==> src/rtl/mem_pkg.sv <==
// Shared types for the LEGv8 memory stage: access FSM states and the
// EX/MEM and MEM/WB pipeline register layouts.
package mem_pkg;

  localparam int REG_ADDR_W = 5;
  localparam int DATA_W     = 64;

  typedef enum logic [1:0] {
    IDLE   = 2'd0,
    ACCESS = 2'd1,
    DONE   = 2'd2
  } mem_state_t;

  typedef struct packed {
    logic                  valid;
    logic                  Branch;
    logic                  MemRead;
    logic                  MemWrite;
    logic                  RegWrite;
    logic                  MemtoReg;
    logic [REG_ADDR_W-1:0] rd;
    logic                  zero;
    logic [DATA_W-1:0]     PCBranch;
    logic [DATA_W-1:0]     aluResult;
    logic [DATA_W-1:0]     writeData;
  } exmem_t;

  typedef struct packed {
    logic                  RegWrite;
    logic                  MemtoReg;
    logic [DATA_W-1:0]     readData;
    logic [DATA_W-1:0]     aluResult;
    logic [REG_ADDR_W-1:0] rd;
  } memwb_t;

  function automatic logic is_memop(input logic valid, input logic rd, input logic wr);
    return valid & (rd | wr);
  endfunction

endpackage

==> src/rtl/mem_access_fsm.sv <==
// Data-memory access sequencer: IDLE/ACCESS/DONE state register, request and
// stall generation, and the load-data capture register.
module mem_access_fsm
  import mem_pkg::*;
#(
  parameter int N = DATA_W
) (
  input  logic         clk,
  input  logic         reset,
  input  logic         memop_E,
  input  logic         memop_M,
  input  logic         MemRead_M,
  input  logic         MemWrite_M,
  input  logic         dm_ready,
  input  logic [N-1:0] dm_rdata,
  output logic         stall_M,
  output logic         dm_req,
  output logic         dm_we,
  output logic [N-1:0] rdata_M,
  output mem_state_t   state
);

  mem_state_t state_next;

  always_ff @(posedge clk) begin
    if (reset) state <= IDLE;
    else       state <= state_next;
  end

  // IDLE and DONE are the only states in which EX/MEM loads, so they share
  // the same "what is entering" decision.
  always_comb begin
    state_next = state;
    stall_M    = 1'b0;
    dm_req     = 1'b0;
    dm_we      = 1'b0;
    unique case (state)
      IDLE, DONE: begin
        state_next = memop_E ? ACCESS : IDLE;
      end
      ACCESS: begin
        stall_M = 1'b1;
        dm_req  = 1'b1;
        dm_we   = MemWrite_M;
        if (dm_ready) state_next = DONE;
      end
      default: state_next = IDLE;
    endcase
  end

  // A read+write op is a store, so it never captures read data.
  always_ff @(posedge clk) begin
    if (reset) begin
      rdata_M <= '0;
    end else if (state == ACCESS && dm_ready && memop_M && MemRead_M && !MemWrite_M) begin
      rdata_M <= dm_rdata;
    end
  end

endmodule

==> src/rtl/memory_mc.sv <==
// LEGv8 memory stage: EX/MEM register, multi-cycle data-memory handshake,
// CBZ/B branch resolution and the MEM/WB register.
module memory_mc
  import mem_pkg::*;
#(
  parameter int N = DATA_W
) (
  input  logic                  clk,
  input  logic                  reset,
  input  logic                  valid_E,
  input  logic                  Branch_E,
  input  logic                  MemRead_E,
  input  logic                  MemWrite_E,
  input  logic                  RegWrite_E,
  input  logic                  MemtoReg_E,
  input  logic [REG_ADDR_W-1:0] rd_E,
  input  logic                  zero_E,
  input  logic [N-1:0]          PCBranch_E,
  input  logic [N-1:0]          aluResult_E,
  input  logic [N-1:0]          writeData_E,
  output logic                  stall_M,
  output logic                  PCSrc_M,
  output logic [N-1:0]          PCBranch_M,
  output logic                  dm_req,
  output logic                  dm_we,
  output logic [N-1:0]          dm_addr,
  output logic [N-1:0]          dm_wdata,
  input  logic [N-1:0]          dm_rdata,
  input  logic                  dm_ready,
  output logic                  RegWrite_W,
  output logic                  MemtoReg_W,
  output logic [N-1:0]          readData_W,
  output logic [N-1:0]          aluResult_W,
  output logic [REG_ADDR_W-1:0] rd_W
);

  exmem_t     ex_d, ex_q;
  memwb_t     wb_d, wb_q;
  mem_state_t state_M;
  logic [N-1:0] rdata_M;
  logic       memop_E, memop_M, load_M;

  assign memop_E = is_memop(valid_E, MemRead_E, MemWrite_E);
  assign memop_M = is_memop(ex_q.valid, ex_q.MemRead, ex_q.MemWrite);
  assign load_M  = ex_q.MemRead & ~ex_q.MemWrite;

  always_comb begin
    ex_d           = '0;
    ex_d.valid     = valid_E;
    ex_d.Branch    = Branch_E;
    ex_d.MemRead   = MemRead_E;
    ex_d.MemWrite  = MemWrite_E;
    ex_d.RegWrite  = RegWrite_E;
    ex_d.MemtoReg  = MemtoReg_E;
    ex_d.rd        = rd_E;
    ex_d.zero      = zero_E;
    ex_d.PCBranch  = PCBranch_E;
    ex_d.aluResult = aluResult_E;
    ex_d.writeData = writeData_E;
  end

  always_ff @(posedge clk) begin
    if (reset)         ex_q <= '0;
    else if (!stall_M) ex_q <= ex_d;
  end

  mem_access_fsm #(.N(N)) u_fsm (
    .clk        (clk),
    .reset      (reset),
    .memop_E    (memop_E),
    .memop_M    (memop_M),
    .MemRead_M  (ex_q.MemRead),
    .MemWrite_M (ex_q.MemWrite),
    .dm_ready   (dm_ready),
    .dm_rdata   (dm_rdata),
    .stall_M    (stall_M),
    .dm_req     (dm_req),
    .dm_we      (dm_we),
    .rdata_M    (rdata_M),
    .state      (state_M)
  );

  // While stalled the op is still in M, so a bubble goes to WB instead of a
  // repeated writeback.
  always_comb begin
    wb_d = '0;
    if (!stall_M && ex_q.valid) begin
      wb_d.RegWrite  = ex_q.RegWrite;
      wb_d.MemtoReg  = ex_q.MemtoReg;
      wb_d.readData  = load_M ? rdata_M : '0;
      wb_d.aluResult = ex_q.aluResult;
      wb_d.rd        = ex_q.rd;
    end
  end

  always_ff @(posedge clk) begin
    if (reset) wb_q <= '0;
    else       wb_q <= wb_d;
  end

  assign PCSrc_M     = ex_q.valid & ex_q.Branch & ex_q.zero & ~stall_M;
  assign PCBranch_M  = ex_q.PCBranch;
  assign dm_addr     = ex_q.aluResult;
  assign dm_wdata    = ex_q.writeData;
  assign RegWrite_W  = wb_q.RegWrite;
  assign MemtoReg_W  = wb_q.MemtoReg;
  assign readData_W  = wb_q.readData;
  assign aluResult_W = wb_q.aluResult;
  assign rd_W        = wb_q.rd;

endmodule

==> config.mk <==
export PLATFORM = sky130hd
export DESIGN_NAME = memory_mc
export DESIGN_NICKNAME = d
export VERILOG_FILES = /design/src/rtl/mem_pkg.sv /design/src/rtl/mem_access_fsm.sv /design/src/rtl/memory_mc.sv
export SDC_FILE = /design/constraint.sdc
export NUM_CORES = 1
export LEC_CHECK = 0
export CAP_MARGIN = 20
export CORE_ASPECT_RATIO = 0.75
export CORE_MARGIN = 1.5
export CORE_UTILIZATION = 30
export DETAILED_ROUTE_END_ITERATION = 8
export SLEW_MARGIN = 20
export SYNTH_ARGS = -nofsm -noshare
export SYNTH_HDL_FRONTEND = slang
export SYNTH_SLANG_ARGS = --single-unit
==> constraint.sdc <==
create_clock -name clk -period 1.8 [get_ports clk]
set_input_delay 0.45 -clock clk [delete_from_list [all_inputs] [get_ports clk]]
set_output_delay 0.45 -clock clk [all_outputs]
set_load 0.01 [all_outputs]
==> out/metrics.csv, run 1 <==
metric,value,unit
outcome,"complete, but fails checks",
violated checks,setup timing,
part of the cycle the worst path needs,102,%
worst setup slack before clock tree synthesis,-0.114,ns
most instantiated cells after synthesis,"410 x sky130_fd_sc_hd__nand2_1, 405 x sky130_fd_sc_hd__dfxtp_1, 204 x sky130_fd_sc_hd__a21oi_1, 201 x sky130_fd_sc_hd__buf_4, 135 x sky130_fd_sc_hd__and2_1",
"number of placed instances, taps included",2637,
final hold violations,0,
P per Cell Area,977,mW/mm2
CTS root buffer,sky130_fd_sc_hd__clkbuf_16,
ratio of cells with drive above 1 in the final layout,5.65,%
smallest hold slack,0.259,ns
initial cell density of the core,30.5,%
Yosys reg bits,405,
leakage power total,9.66,nW
synthesized area per cell,9.03,um2
Fill cells,4860,
DIE HEIGHT,196,um
pin count of the biggest net entering global routing,140,
"Core Util, Final",43.7,%
post-route cell area,0.0214,mm2
number of buffers added by the clock tree synthesis step,44,
mux cell area share after synthesis,4.29,%
internal power component,15.9,mW
top cell type's share of synthesized area,54.3,%
data required time of the worst path,1.35,ns
sequential fraction of design power,45.5,%
first drt pass iteration count,5,
most common cell in the netlist,sky130_fd_sc_hd__nand2_1,
CP startpoint kind,flop,
per-cell routed wire length,16.2,um
last weighted congestion value of the routability-driven placer,0.800,
htree depth,2,
adder-cell share of the synthesized area,0,%
worst clock skew,0.0137,ns
Fmax,542,MHz
ys async rst share,0,%
Port-buffer cells,601,
main combinational cell family by area after synthesis,simple AND/OR/NAND/NOR gates,
final non-filler cell total,2723,
number of rows in the core area,70,
clock transition time at the flip-flop clock pins of the worst setup and hold paths,0.06,ns
Total Wirelength,44.1,mm
Critical Path AT,1.39,ns
Via density,4.29,
total of hold buffers inserted after clock tree synthesis,0,
synthesis-to-layout area growth,43.1,%
Final #Nets,2309,
TritonCTS clock tree,built,
area enclosed by the die boundary,0.0512,mm2
startpoint-to-endpoint class of the critical path,flop to primary output,
HPWL after detailed placement,30.7,mm
sequential area share after synthesis,54.3,%
Mapped Area,0.0149,mm2
relative contribution of combinational cells to total power,10.4,%
leading register cell type out of synthesis,sky130_fd_sc_hd__dfxtp_1,
gate count after technology mapping,1654,
placement-stage cell area,0.0202,mm2
power share of the clock group,44.1,%
number of global-route vias before repair,11700,
Mapped Nets,1925,
wire length of the first global-routing pass,66.0,mm
number of flops mapped to enable cells by yosys,0,
post-synthesis share of cell area spent on xor and xnor gates,0,%
synth top area cells,"sky130_fd_sc_hd__dfxtp_1 54%, sky130_fd_sc_hd__nand2_1 10%, sky130_fd_sc_hd__buf_4 10%",
final count of negative-setup-slack endpoints,1,
Hold WC Path Type,primary input to flop,
sum of overflow across all layers after global routing,0,
via count,11700,
slew margin rel.,51.7,%
RSZ-0062 raised after global routing,yes,
clock latency on the worst-skew pair,0.57,ns
antenna violations before repair,3,
power dissipated by switching net loads,4.96,mW
time the final worst path needs with I/O delays and setup,1.84,ns
simple-gate portion of the synthesized area,21.8,%
post-synthesis cell type count,20,
count of pins on the block boundary,602,
maximum capacitance violations,0,
type of element capturing the critical path,primary output,
number of routed nets with antenna violations,0,
initial detailed-routing violation count,561,
number of pins exceeding their max-slew limit in the final report,0,
Placeable Area,0.0490,mm2
peak supply drop,614,uV
area fraction in compound gates after synthesis,6.93,%
net switching share of the total power,23.7,%
Die Wd,261,um
Global Route Usage Sum,16.5,%
Bufs on Longest Clock Path,3,
area taken by flip-flops and latches,0.00811,mm2
area occupied by multi-input gates,0.00495,mm2
actual slew at the worst max-slew pin,0.724,ns
cell type with the highest aggregate area in the netlist,sky130_fd_sc_hd__dfxtp_1,
CP Max Fanout,3,
detailed-route DRC error count,0,
Yosys warning total,0,
TritonCTS Sinks,405,
Worst Slack Setup Final,-0.0439,ns
-- sequential cells by signal, indices dropped and copies added, names as in the netlist --
register       flops
PCBranch_M        64
aluResult_W       64
dm_addr           64
dm_wdata          64
readData_W        64
u_fsm.rdata_M     64
ex_q              12
rd_W               5
u_fsm.state        2
MemtoReg_W         1
RegWrite_W         1
-- kinds of logic (layout without fill, tap and decap cells) --
group | count (synthesis) | in the layout
DFF | 405 | 405
buffers and inverters | 298 | 716
and+or+nand+nor | 681 | 681
AOI/OAI and AO/OA | 206 | 206
other | 0 | 3
muxes | 64 | 64
-- cells in the final DEF (no fill, tap or decap), drive strengths merged, types with 2 or more instances in the layout --
cell type,count
nand2,410
clkdlybuf4s15,2
mux2i,64
nor3,3
clkbuf,61
clkinvlp,2
clkdlybuf4s50,269
a21oi,204
diode,3
dlygate4sd2,325
and2,135
dfxtp,405
clkinv,11
buf,36
inv,6
bufinv,4
nand2b,130
-- layer usage --
layer | vias up | GRT usage, % | routed length [um]
met1 | 5407 | 19.0 | 17900
met2 | 386 | 28.2 | 21300
met5 | - | 0 | 0
met4 | 0 | 6.44 | 1370
li1 | 5791 | - | -
met3 | 87 | 5.28 | 3590
-- final timing paths --
check                       from                end  cells after the start  slack [ns]
setup / recovery  u_fsm.state[1]            PCSrc_M                      5       -0.04
hold / removal             reset  u_fsm.rdata_M[46]                      3        0.26
setup reg to reg  u_fsm.state[1]     readData_W[28]                      8        0.04
hold reg to reg   PCBranch_M[17]     PCBranch_M[17]                      2        0.44
-- power groups by stage --
stage          logic (mW)  clock network (mW)  registers, mW
2_1_floorplan        1.29                   0           9.67
3_3_place_gp         2.39                   0           9.71
5_1_grt              2.36                9.90           9.55
6_report             2.16                9.22           9.51
3_5_place_dp         2.40                   0           9.72
4_1_cts              2.19                9.54           9.51
-- stage by stage --
stage	power, mW	TNS, ns
CTS	21.2	-0.159
global placement	12.1	-1.96
detailed placement	12.1	-3.89
finish	20.9	-0.0439
global route	21.8	-1.42
floorplan	11.0	0
-- what timing repair did --
action	in CTS	in global routing
pin swaps	1	0
endpoints found under the setup margin	331	46
gates cloned	0	1
hold endpoints to repair	0	0
buffers inserted	1	1
resized for setup	350	11
-- critical path: stages (launching register included) --
cell	delay [ns]
sky130_fd_sc_hd__dfxtp_1	0.31
sky130_fd_sc_hd__nand2b_4	0.14
sky130_fd_sc_hd__inv_6	0.04
sky130_fd_sc_hd__buf_6	0.12
sky130_fd_sc_hd__nor3_4	0.11
sky130_fd_sc_hd__buf_6	0.13
-- cell type report --
class / instances / share of cell area, %
repair buffers: 633 / 28.1
clock buffers: 60 / 5.86
inverters: 3 / 0.0761
diodes: 3 / 0.0351
well taps: 648 / 3.79
clock inverters: 20 / 1.04
flip-flops and latches: 405 / 37.9
multi-input cells: 951 / 23.2
Power figures use the tool's default switching activity.
==> run 2: changes to the inputs <==
Settings changed: CORE_AREA set to 2 2 233 235, CORE_ASPECT_RATIO 0.75 to not set, CORE_MARGIN 1.5 to not set, CORE_UTILIZATION 30 to not set, DIE_AREA set to 0 0 235 237, HOLD_SLACK_MARGIN set to 0.05.
==> run 2 against run 1 <==
Against the previous run: the flow now finishes without violations; highest routed layer unchanged; combinational power up 2%; sequential power about the same; core utilization down 3.3 points; clock power about the same; worst hold slack worse by 0.043 ns; maximum frequency up 2.5%; via count up 0.22%; register-to-register slack better by 0.07 ns; first-iteration DRC count down 35%; design area up 0.64%; non-clock buffer count down 3; sequential share of layout area down 0.22 points; largest cell class unchanged.
==> out/metrics.csv, run 2 (same netlist as run 1, synthesis figures left out) <==
metric,value,unit,change
number of buffers added by the clock tree synthesis step,46,,+4.5%
type of element capturing the critical path,primary output,,
TritonCTS clock tree,built,,
P per Cell Area,972,mW/mm2,-0.48%
per-cell routed wire length,16.4,um,+1.3%
area occupied by multi-input gates,0.00496,mm2,about the same
number of routed nets with antenna violations,0,,unchanged
actual slew at the worst max-slew pin,0.850,ns,+0.125 ns
Global Route Usage Sum,15.2,%,-1.3 points
number of pins exceeding their max-slew limit in the final report,0,,unchanged
number of global-route vias before repair,11600,,-0.37%
post-route cell area,0.0215,mm2,+0.64%
CP startpoint kind,flop,,
time the final worst path needs with I/O delays and setup,1.80,ns,-0.0453 ns
CP Max Fanout,8,,+5
DIE HEIGHT,237,um,+21%
Bufs on Longest Clock Path,3,,unchanged
initial detailed-routing violation count,363,,-35%
overall power consumption,20.9,mW,+0.15%
CTS root buffer,sky130_fd_sc_hd__clkbuf_16,,
data required time of the worst path,1.35,ns,about the same
most common library cell in the layout ignoring fill and taps,sky130_fd_sc_hd__nand2_1,,
leakage power total,9.69,nW,+0.28%
wire length of the first global-routing pass,67.1,mm,+1.7%
total of hold buffers inserted after clock tree synthesis,0,,unchanged
placement-stage cell area,0.0202,mm2,about the same
"Core Util, Final",40.4,%,-3.3 points
worst clock skew,0.0113,ns,-0.00240 ns
htree depth,2,,unchanged
final hold violations,0,,unchanged
Port-buffer cells,601,,unchanged
Placeable Area,0.0533,mm2,+8.8%
Final #Nets,2308,,-0.043%
outcome,"finished, final reports clean",,
maximum capacitance violations,0,,unchanged
antenna violations before repair,2,,-1
final count of negative-setup-slack endpoints,0,,-1
detailed-route DRC error count,0,,unchanged
Fmax,556,MHz,+2.5%
Hold WC Path Type,primary input to flop,,
pin count of the biggest net entering global routing,156,,+11%
last weighted congestion value of the routability-driven placer,0.813,,+1.6%
final non-filler cell total,2768,,+1.7%
ratio of cells with drive above 1 in the final layout,5.79,%,+0.15 points
RSZ-0062 raised after global routing,yes,,
peak supply drop,654,uV,+6.6%
part of the cycle the worst path needs,99.9,%,-2.5 points
initial cell density of the core,28.0,%,-2.5 points
sum of overflow across all layers after global routing,0,,unchanged
Die Wd,235,um,-9.8%
first drt pass iteration count,5,,unchanged
clock transition time at the flip-flop clock pins of the worst setup and hold paths,0.06,ns,about the same
Total Wirelength,45.5,mm,+3.0%
Critical Path AT,1.35,ns,-0.04 ns
number of rows in the core area,85,,+21%
HPWL after detailed placement,31.3,mm,+2.2%
startpoint-to-endpoint class of the critical path,flop to primary output,,
area taken by flip-flops and latches,0.00811,mm2,about the same
clock latency on the worst-skew pair,0.56,ns,about the same
TritonCTS Sinks,405,,unchanged
synthesis-to-layout area growth,44.0,%,
most frequent cells in the layout,"410 x sky130_fd_sc_hd__nand2_1, 400 x sky130_fd_sc_hd__dfxtp_1, 324 x sky130_fd_sc_hd__dlygate4sd2_1, 269 x sky130_fd_sc_hd__clkdlybuf4s50_1, 204 x sky130_fd_sc_hd__a21oi_1",,
Via density,4.23,,-1.4%
Fill cells,5337,,+9.8%
via count,11700,,+0.22%
count of pins on the block boundary,602,,unchanged
slew margin rel.,43.4,%,-8.4 points
area enclosed by the die boundary,0.0557,mm2,+8.9%
"number of placed instances, taps included",2678,,+1.6%
[run 2: cell types whose count changed in the layout (fill, tap and decap cells not counted), moves of 4 or more]
cell / change
sky130_fd_sc_hd__buf_4: -8
sky130_fd_sc_hd__clkbuf_8: +7
sky130_fd_sc_hd__clkbuf_16: +5
sky130_fd_sc_hd__clkinv_2: -5
sky130_fd_sc_hd__buf_12: -4
sky130_fd_sc_hd__dfxtp_1: -4
sky130_fd_sc_hd__dfxtp_2: +4
[run 2: path summary, 6_finish.rpt]
path	cells after the start	endpoint	slack (ns)	start
setup / recovery	4	PCSrc_M	0.001	u_fsm.state[1]
hold / removal	2	PCBranch_M[60]	0.22	reset
setup reg to reg	6	dm_addr[24]	0.11	u_fsm.state[1]
hold reg to reg	1	rd_W[0]	0.44	ex_q[193]
[run 2: layout make-up]
| class | count | area share, % |
|---|---|---|
| sequential | 405 | 37.7 |
| timing repair buffer | 630 | 28.1 |
| multi-input combinational | 951 | 23.0 |
| clock buffer | 70 | 6.42 |
| tap | 696 | 4.05 |
| clock inverter | 12 | 0.529 |
| inverter | 3 | 0.0872 |
| antenna | 1 | 0.0116 |
[run 2: stage by stage]
step / setup slack (ns) / hold slack (ns) / setup TNS, ns
final: 0.00144 / 0.216 / 0
after global routing: -0.0817 / 0.199 / -0.156
after CTS: -0.0640 / 0.179 / -0.124
after detailed placement: -0.103 / 0.441 / -3.68
after global placement: -0.0468 / 0.437 / -1.74
after floorplan: 0.270 / 0.427 / 0
[run 2: what timing repair did]
action,in CTS,in global routing
cloned,0,5
resized for setup,353,18
endpoints found under the setup margin,338,126
setup buffers,1,1
pin swaps,0,1
[run 2: layer usage]
layer	vias up	wire length [um]	global-route usage, %
li1	5780	-	-
met1	5397	18400	17.7
met2	449	22300	26.1
met3	71	3610	5.04
met4	0	1230	5.06
met5	-	0	0
[run 2: power by group]
group | switching (mW) | internal (mW)
clock | 3.76 | 5.44
sequential | 0.189 | 9.33
combinational | 1.06 | 1.15
total | 5.01 | 15.9
[run 2: critical path, cell delays in order (launching register included)]
cell                       delay, ns
sky130_fd_sc_hd__dfxtp_2        0.31
sky130_fd_sc_hd__nand2b_4       0.14
sky130_fd_sc_hd__inv_8          0.05
sky130_fd_sc_hd__nor3_2         0.13
sky130_fd_sc_hd__buf_2          0.16
